<file path="config.mk">
export PLATFORM = sky130hd
export DESIGN_NAME = mux16_arb
export DESIGN_NICKNAME = d
export VERILOG_FILES = /design/src/rtl/mux16_arb_pkg.sv /design/src/rtl/mux16_arb_rr_pick16.sv /design/src/rtl/mux16_arb.sv
export SDC_FILE = /design/constraint.sdc
export NUM_CORES = 1
export LEC_CHECK = 0
export CORE_MARGIN = 8
export CORE_UTILIZATION = 40
export DETAILED_ROUTE_END_ITERATION = 10
export SYNTH_ARGS = -nofsm -noshare
export SYNTH_HDL_FRONTEND = slang
export SYNTH_SLANG_ARGS = --single-unit
</file>
<file path="constraint.sdc">
create_clock -name clk -period 5.3 [get_ports clk]
set_input_delay 1.325 -clock clk [delete_from_list [all_inputs] [get_ports clk]]
set_output_delay 1.325 -clock clk [all_outputs]
set_load 0.01 [all_outputs]
</file>
<file path="src/rtl/mux16_arb_pkg.sv">
// Shared constants, state encoding and helpers for the 16-channel mux arbiter.
package mux16_arb_pkg;

  localparam int NCH  = 16;
  localparam int IDXW = 4;

  typedef enum logic [0:0] {
    ST_IDLE  = 1'b0,
    ST_GRANT = 1'b1
  } state_t;

  // One-hot encoding of a channel index.
  function automatic logic [NCH-1:0] onehot(input logic [IDXW-1:0] idx);
    onehot = {{(NCH-1){1'b0}}, 1'b1} << idx;
  endfunction

endpackage

</file>
<file path="src/rtl/mux16_arb_rr_pick16.sv">
// Combinational round-robin search: first requester at or after last+1, with wrap.
module rr_pick16
  import mux16_arb_pkg::*;
(
  input  logic [NCH-1:0]  req,
  input  logic [IDXW-1:0] last,
  output logic            any,
  output logic [IDXW-1:0] idx
);

  logic [IDXW-1:0] w_cand;

  // Scan the 16 candidates in priority order; the first hit wins.
  always_comb begin
    any    = 1'b0;
    idx    = 4'h0;
    w_cand = 4'h0;
    for (int k = 1; k <= NCH; k++) begin
      w_cand = last + k[IDXW-1:0];
      idx    = (!any && req[w_cand]) ? w_cand : idx;
      any    = any | req[w_cand];
    end
  end

endmodule

</file>
<file path="src/rtl/mux16_arb.sv">
// 16:1 mux arbiter: round-robin owner selection, bounded hold time,
// registered select / one-hot grant, one idle bubble between grants.
module mux16_arb
  import mux16_arb_pkg::*;
#(
  parameter int HOLD_MAX = 8  // legal 2..255
) (
  input  logic            clk,
  input  logic            rst,
  input  logic [NCH-1:0]  req,
  input  logic            done,
  output logic [IDXW-1:0] sel,
  output logic [NCH-1:0]  gnt,
  output logic            gnt_valid
);

  localparam logic [7:0] CNT_LAST = 8'(HOLD_MAX - 1);

  state_t          r_state;
  logic [IDXW-1:0] r_last;
  logic [7:0]      r_cnt;
  logic [IDXW-1:0] r_sel;
  logic [NCH-1:0]  r_gnt;
  logic            r_gnt_valid;

  logic            w_any;
  logic [IDXW-1:0] w_idx;
  logic            w_release;

  rr_pick16 u_pick (
    .req  (req),
    .last (r_last),
    .any  (w_any),
    .idx  (w_idx)
  );

  // r_sel always equals the owner while in GRANT, so it indexes the owner's request.
  assign w_release = done | ~req[r_sel] | (r_cnt == CNT_LAST);

  // Arbiter state, pointer, hold counter and registered mux outputs.
  always_ff @(posedge clk or posedge rst) begin
    if (rst) begin
      r_state     <= ST_IDLE;
      r_last      <= 4'hF;
      r_cnt       <= 8'd0;
      r_sel       <= 4'h0;
      r_gnt       <= 16'h0000;
      r_gnt_valid <= 1'b0;
    end else begin
      case (r_state)
        ST_IDLE: begin
          if (w_any) begin
            r_state     <= ST_GRANT;
            r_sel       <= w_idx;
            r_gnt       <= onehot(w_idx);
            r_gnt_valid <= 1'b1;
            r_cnt       <= 8'd0;
          end else begin
            // sel is deliberately left alone so the mux path does not move
            r_gnt       <= 16'h0000;
            r_gnt_valid <= 1'b0;
          end
        end
        ST_GRANT: begin
          if (w_release) begin
            r_state     <= ST_IDLE;
            r_last      <= r_sel;
            r_gnt       <= 16'h0000;
            r_gnt_valid <= 1'b0;
            r_cnt       <= 8'd0;
          end else if (r_cnt != CNT_LAST) begin
            r_cnt <= r_cnt + 8'd1;
          end else begin
            r_cnt <= r_cnt;
          end
        end
        default: begin
          r_state     <= ST_IDLE;
          r_gnt       <= 16'h0000;
          r_gnt_valid <= 1'b0;
          r_cnt       <= 8'd0;
        end
      endcase
    end
  end

  assign sel       = r_sel;
  assign gnt       = r_gnt;
  assign gnt_valid = r_gnt_valid;

endmodule

</file>
Yosys cells after proc, flatten, opt, wreduce, memory -nomap -nowiden
Cells that the tools add are included.
Widths: inputs -> output; s select.
{ "word_totals": {"regBits": 34, "out_inout_bits": 21, "elab_cells": 159} }
{ "classes": {"add_sub_neg": 16, "magnitude_cmp": 17, "eq_ne": 5, "shifts": 1, "n_mux": 62, "bitwise_logic": 19, "reduce_logical": 33} }
{ "ops": {"columns": ["cell", "n"], "rows": [
  ["$lt 4x5->1 const B", 17],
  ["$bmux 1 s4", 17],
  ["$mux 4", 16],
  ["$add 4x4->4 const B", 8],
  ["$mux 16", 2],
  ["$pmux 16 s2", 1],
  ["$mux 8", 3],
  ["$mux 1", 20],
  ["$or 1x1->1", 17],
  ["$add 4x3->4 const B", 4],
  ["$pmux 8 s2", 1],
  ["$shl 1x4->16 const A", 1],
  ["$logic_and 1x1->1", 15],
  ["$logic_not 1->1", 15],
  ["$add 4x2->4 const B", 2],
  ["$add 8x1->8 const B", 1],
  ["$eq 8x3->1 const B", 1],
  ["$ne 8x3->1 const B", 1],
  ["$reduce_and 2->1", 3],
  ["$add 4x1->4 const B", 1],
  ["$ne 2x1->1 const B", 2],
  ["$pmux 1 s2", 2],
  ["$ne 3x1->1 const B", 1],
  ["$not 1->1", 2]
]} }

Logic depth before layout (Yosys ltp)
{ "depth": {"depth_word": 23, "depth_mapped": 16, "ltp_nobuf": 11} }

Cells and area by module
Synthesis repeated with hierarchy kept, for this count alone.
{ "hier_totals": {"cells_unflattened": 380, "hier_area_um2": 3876.2} }
{ "modules_own_cells": {"columns": ["mod", "instances", "cells_each", "area_each_um2", "seq_area_each_um2"], "rows": [
  ["rr_pick16", 1, 242, 2238.4, 0.0],
  ["mux16_arb", 1, 138, 1637.8, 855.8]
]} }

Least setup slack after synthesis
Ideal clock, no wire load.
{ "synth_path": {"kind": "reg-to-reg", "from": "reg r_last[1]", "to": "reg r_gnt[3], in the netlist gnt[3]", "setup_time_ps": 104, "arrival_time_ps": 4310, "path_slack_ps": 886, "path_stages_with_launch": 14, "path_buffers": 3, "cell_sequence": "dfstp_2 > buf_6 > buf_2 > inv_1 > ha_1 > buf_2 > mux2_1 > mux4_2 > mux2_2 > nor4_1 > nand2_1 > or3_1 > a32o_1 > o41ai_2"} }
{ "synth_via": {"elab_chain_cells": 23} }
{ "synth_lines": {"columns": ["element", "line", "rtl"], "rows": [
  ["from (decl)", "mux16_arb.sv:20", "logic [IDXW-1:0] r_last;"],
  ["from (signal assigned)", "mux16_arb.sv:67", "r_last <= r_sel;"],
  ["$add 4x1->4 / $add 4x2->4 (equally long branches)", "mux16_arb_rr_pick16.sv:19", "w_cand = last + k[IDXW-1:0];"],
  ["$bmux 1 s4", "mux16_arb_rr_pick16.sv:20, mux16_arb_rr_pick16.sv:21", null],
  ["$mux 1 (not written as such)", "mux16_arb_rr_pick16.sv:20, mux16_arb_rr_pick16.sv:21", null],
  ["$logic_not 1->1 / $or 1x1->1 (equally long branches)", "mux16_arb_rr_pick16.sv:20, mux16_arb_rr_pick16.sv:21", null],
  ["$logic_and 1x1->1, or another cell as far along", "mux16_arb_rr_pick16.sv:20", "idx = (!any && req[w_cand]) ? w_cand : idx;"],
  ["$mux 4, or another cell as far along (13 in a row)", "mux16_arb_rr_pick16.sv:20", null],
  ["$mux 4 / $logic_and 1x1->1 (equally long branches)", "mux16_arb_rr_pick16.sv:20", null],
  ["$mux 4", "mux16_arb_rr_pick16.sv:20", null],
  ["$shl 1x4->16", "mux16_arb_pkg.sv:14", "onehot = {{(NCH-1){1'b0}}, 1'b1} << idx;"],
  ["$mux 16 *", "mux16_arb.sv:52", "if (w_any) begin"],
  ["$pmux 16 s2 *", "mux16_arb.sv:50", "case (r_state)"],
  ["to (signal assigned)", "mux16_arb.sv:55", "r_gnt <= onehot(w_idx);"],
  ["to (decl)", "mux16_arb.sv:23", "logic [NCH-1:0] r_gnt;"]
]} }
Every way passes the cells marked *; elsewhere a longest branch is shown, timed or not. The select of a mux whose other input is x is not followed.
A chain may end at the register's enable or synchronous reset.

Final worst setup path
{ "layout_path": {"from": "in req[6]", "to": "reg r_gnt[9], in the netlist gnt[9]"} }
{ "layout_via": {"elab_chain_cells": 22} }
{ "layout_lines": {"columns": ["element", "line", "rtl"], "rows": [
  ["from (decl)", "mux16_arb.sv:10", "input logic [NCH-1:0] req,"],
  ["$bmux 1 s4", "mux16_arb_rr_pick16.sv:20, mux16_arb_rr_pick16.sv:21", null],
  ["$mux 1 (not written as such)", "mux16_arb_rr_pick16.sv:20, mux16_arb_rr_pick16.sv:21", null],
  ["$logic_not 1->1 / $or 1x1->1 (equally long branches)", "mux16_arb_rr_pick16.sv:20, mux16_arb_rr_pick16.sv:21", null],
  ["$logic_and 1x1->1, or another cell as far along", "mux16_arb_rr_pick16.sv:20", null],
  ["$mux 4, or another cell as far along (13 in a row)", "mux16_arb_rr_pick16.sv:20", null],
  ["$mux 4 / $logic_and 1x1->1 (equally long branches)", "mux16_arb_rr_pick16.sv:20", null],
  ["$mux 4", "mux16_arb_rr_pick16.sv:20", null],
  ["$shl 1x4->16", "mux16_arb_pkg.sv:14", null],
  ["$mux 16", "mux16_arb.sv:52", null],
  ["$pmux 16 s2", "mux16_arb.sv:50", null]
]} }
Parallel ways exist; a longest one is shown, timed or not. The select of a mux whose other input is x is not followed.

==> flow_summary.json <==
{
  "seq_area_um2": 855.8,
  "layout_min_cycle_time_ns": 4.863,
  "syn_area_per_cell_um2": 9.950,
  "cts_tree": "built",
  "post_cts_buffers": 0,
  "ys_ff_latch": 34,
  "grt_pass1_vias": 3579,
  "hold_buffers": 0,
  "wl_um": 11960,
  "worst_slew_pin_slew_ns": 0.7473,
  "finalNetCount": 479,
  "maxClockFrequency_ghz": 0.2056,
  "cts.sinks": 34,
  "syn_inst": 400,
  "cpMaxStageDelayCell": "mux4_2",
  "drive_above_1_share": 0.2456,
  "cp_max_fo": 8,
  "syn_to_final_growth_pct": 20.53,
  "numPortBuffers": 39,
  "synth_mux_area_frac": 0.2920,
  "synth_fa_ha_area_frac": 0.02829,
  "yosys.cell_types.count": 78,
  "synth_common_cells": "nand2_1, dfrtp_1, mux4_2, mux2i_1, nor2_1",
  "die_w_um": 115.8,
  "diodes": 0,
  "synth_compound_area_frac": 0.2395,
  "yosysTopAreaCell": "dfrtp_1",
  "synthFlopType": "dfrtp_1",
  "status": "finished, final reports clean",
  "clk_pin_slew_worst_paths_ns": 0.08,
  "grt_overflow_total": 0,
  "cp_top_family": "compound AO/OA/AOI/OAI gates",
  "min_path_type": "flip-flop to flip-flop",
  "crit_path_max_incr_delay_ns": 0.60,
  "dr.pass1.iters": 4,
  "design_area_um2": 4797,
  "cp_num_buf_inv": 2,
  "ant_nets": 0,
  "htree_levels": 2,
  "grt_use_met3": 0.03179,
  "dp_hpwl_um": 9261,
  "synth_xor_area_frac": 0.04181,
  "antenna_found_initial": 0,
  "track_usage": 0.1830,
  "async_flop_share": 1.000,
  "cp_cell_sequence": "clkdlybuf4s50_1, mux4_2, mux2i_1, mux2i_1, buf_4, or2_2, a21o_1, a21oi_1, o311ai_0, a32o_1, o41ai_1",
  "timing.setup.tns_ns": 0,
  "fp.coreArea_um2": 9729,
  "worstPathArrival_ns": 5.04,
  "final-setup-viol-count": 0,
  "first_iter_violations": 281,
  "yosys.area_share.simple": 0.1437,
  "finalCritPeriodShare": 0.9176,
  "cts_root_buf": "clkbuf_8",
  "use_met1": 0.2563,
  "dieArea_um2": 13400,
  "slew_headroom": 0.5018,
  "required_ns": 5.48,
  "gp_congestion": 0.9619,
  "die_h_um": 115.8,
  "grt_max_degree": 35,
  "initial_utilization": 0.4091,
  "routedWlPerCell_um": 20.44,
  "cts_buffers": 5,
  "yosysWarnings": 0,
  "cp_common_cell": "mux2i_1",
  "syn_area_um2": 3980,
  "fillers": 977,
  "synth_top_family_by_area": "multiplexers",
  "synth_area_leaders": "dfrtp_1, mux4_2, mux2i_1",
  "synth_most_common_cell": "nand2_1",
  "grt_setup_unrepaired": "false",
  "placementRows": 36,
  "vias": 3649,
  "crit_path_end_kind": "flip-flop",
  "grt.busiest_layer": "met2",
  "critPathLaunchType": "primary input",
  "slew_viol_final": 0,
  "cts_buffer_depth": 2,
  "cts_resized": 0,
  "place_area_um2": 4659,
  "syn_nets": 428,
  "path_class": "primary input to flip-flop",
  "synth_top_area_frac": 0.1886,
  "synth_edf_count": 0,
  "pin_count": 40,
  "grt_pass1_wl_um": 19530,
  "multi_input_area_um2": 2967,
  "grt_use_met2": 0.2884,
  "viasPerCell": 6.238,
  "finClkSkew_ns": 0.008442,
  "maxCapViolCount": 0,
  "seq_area_frac_synth": 0.2150,
  "drc": 0,
  "clk_latency_ns": 0.29,
  "hold_violations": 0
}
flip-flops by register name (all words and copies together) (netlist names):
signal and cells:
gnt 16, gnt_valid 1, r_cnt 8, r_last 4, r_state 1, sel 4
per-layer routing:
layer,wire length (um),up-vias
li1,-,1698
met5,0,-
met3,806,14
met4,176,0
met2,5585,144
met1,5390,1793
cell families (layout without fill, tap and decap cells):
family,Yosys count,count (layout)
buf+inv,33,85
simple gates,112,112
xor+xnor,19,19
compound gates,115,115
fa+ha+maj,9,9
mux,78,78
flops,34,34
worst min-delay path: cells and delay by family (launching register included):
family / cells / cell delay, ns
AOI/OAI and AO/OA: 1 / 0.05
DFF: 1 / 0.35
and+or+nand+nor: 1 / 0.06
area by class of cell:
type,instances,area share
clock buffers,5,0.01435
clock inverters,3,0.01435
inverters,8,0.006260
multi-input cells,333,0.6184
flip-flops and latches,34,0.1784
well taps,133,0.03469
repair buffers,69,0.1335
metrics by stage:
stage | worst slack (ns) | hold slack, ns | std cells | util
after floorplan | 0.8861 | 0.4841 | 400 | -
after global placement | 0.2883 | 0.4662 | 577 | 0.4789
after detailed placement | 0.1779 | 0.4672 | 577 | 0.4789
after CTS | 0.5006 | 0.4882 | 585 | 0.4931
after global routing | 0.2693 | 0.5172 | 585 | 0.4931
final | 0.4368 | 0.4825 | 585 | 0.4931
cells in the final DEF (no fill, tap or decap), types with 6 or more instances in the layout:
master,n
a21oi_1,18
and3_1,6
buf_4,28
clkdlybuf4s50_1,39
dfrtp_1,30
ha_1,9
inv_1,6
mux2_2,19
mux2i_1,24
mux4_2,27
nand2_1,40
nand3_1,7
nor2_1,21
nor3_1,8
o211ai_1,8
o21ai_0,11
o22ai_1,6
o41ai_1,8
o41ai_2,8
xnor2_1,6
xor2_1,13
worst paths after layout:
check,from,endpoint,slack [ns],cells past startpoint
max in group asynchronous,rst,r_last[0]$_DFFE_PP1P_,3.52,3
worst min register to register,gnt[1]$_DFFE_PP0P_,gnt[1]$_DFFE_PP0P_,0.48,2
worst min-delay path,gnt[1]$_DFFE_PP0P_,gnt[1]$_DFFE_PP0P_,0.48,2
worst max-delay path,req[6],gnt[9]$_DFFE_PP0P_,0.44,11
min in group asynchronous,rst,gnt[0]$_DFFE_PP0P_,1.43,3
worst max register to register,r_last[1]$_DFFE_PP1P_,gnt[9]$_DFFE_PP0P_,0.76,13
Power is not shown: default switching activity piles up to over one toggle a cycle in this logic, so the estimate is an artifact.
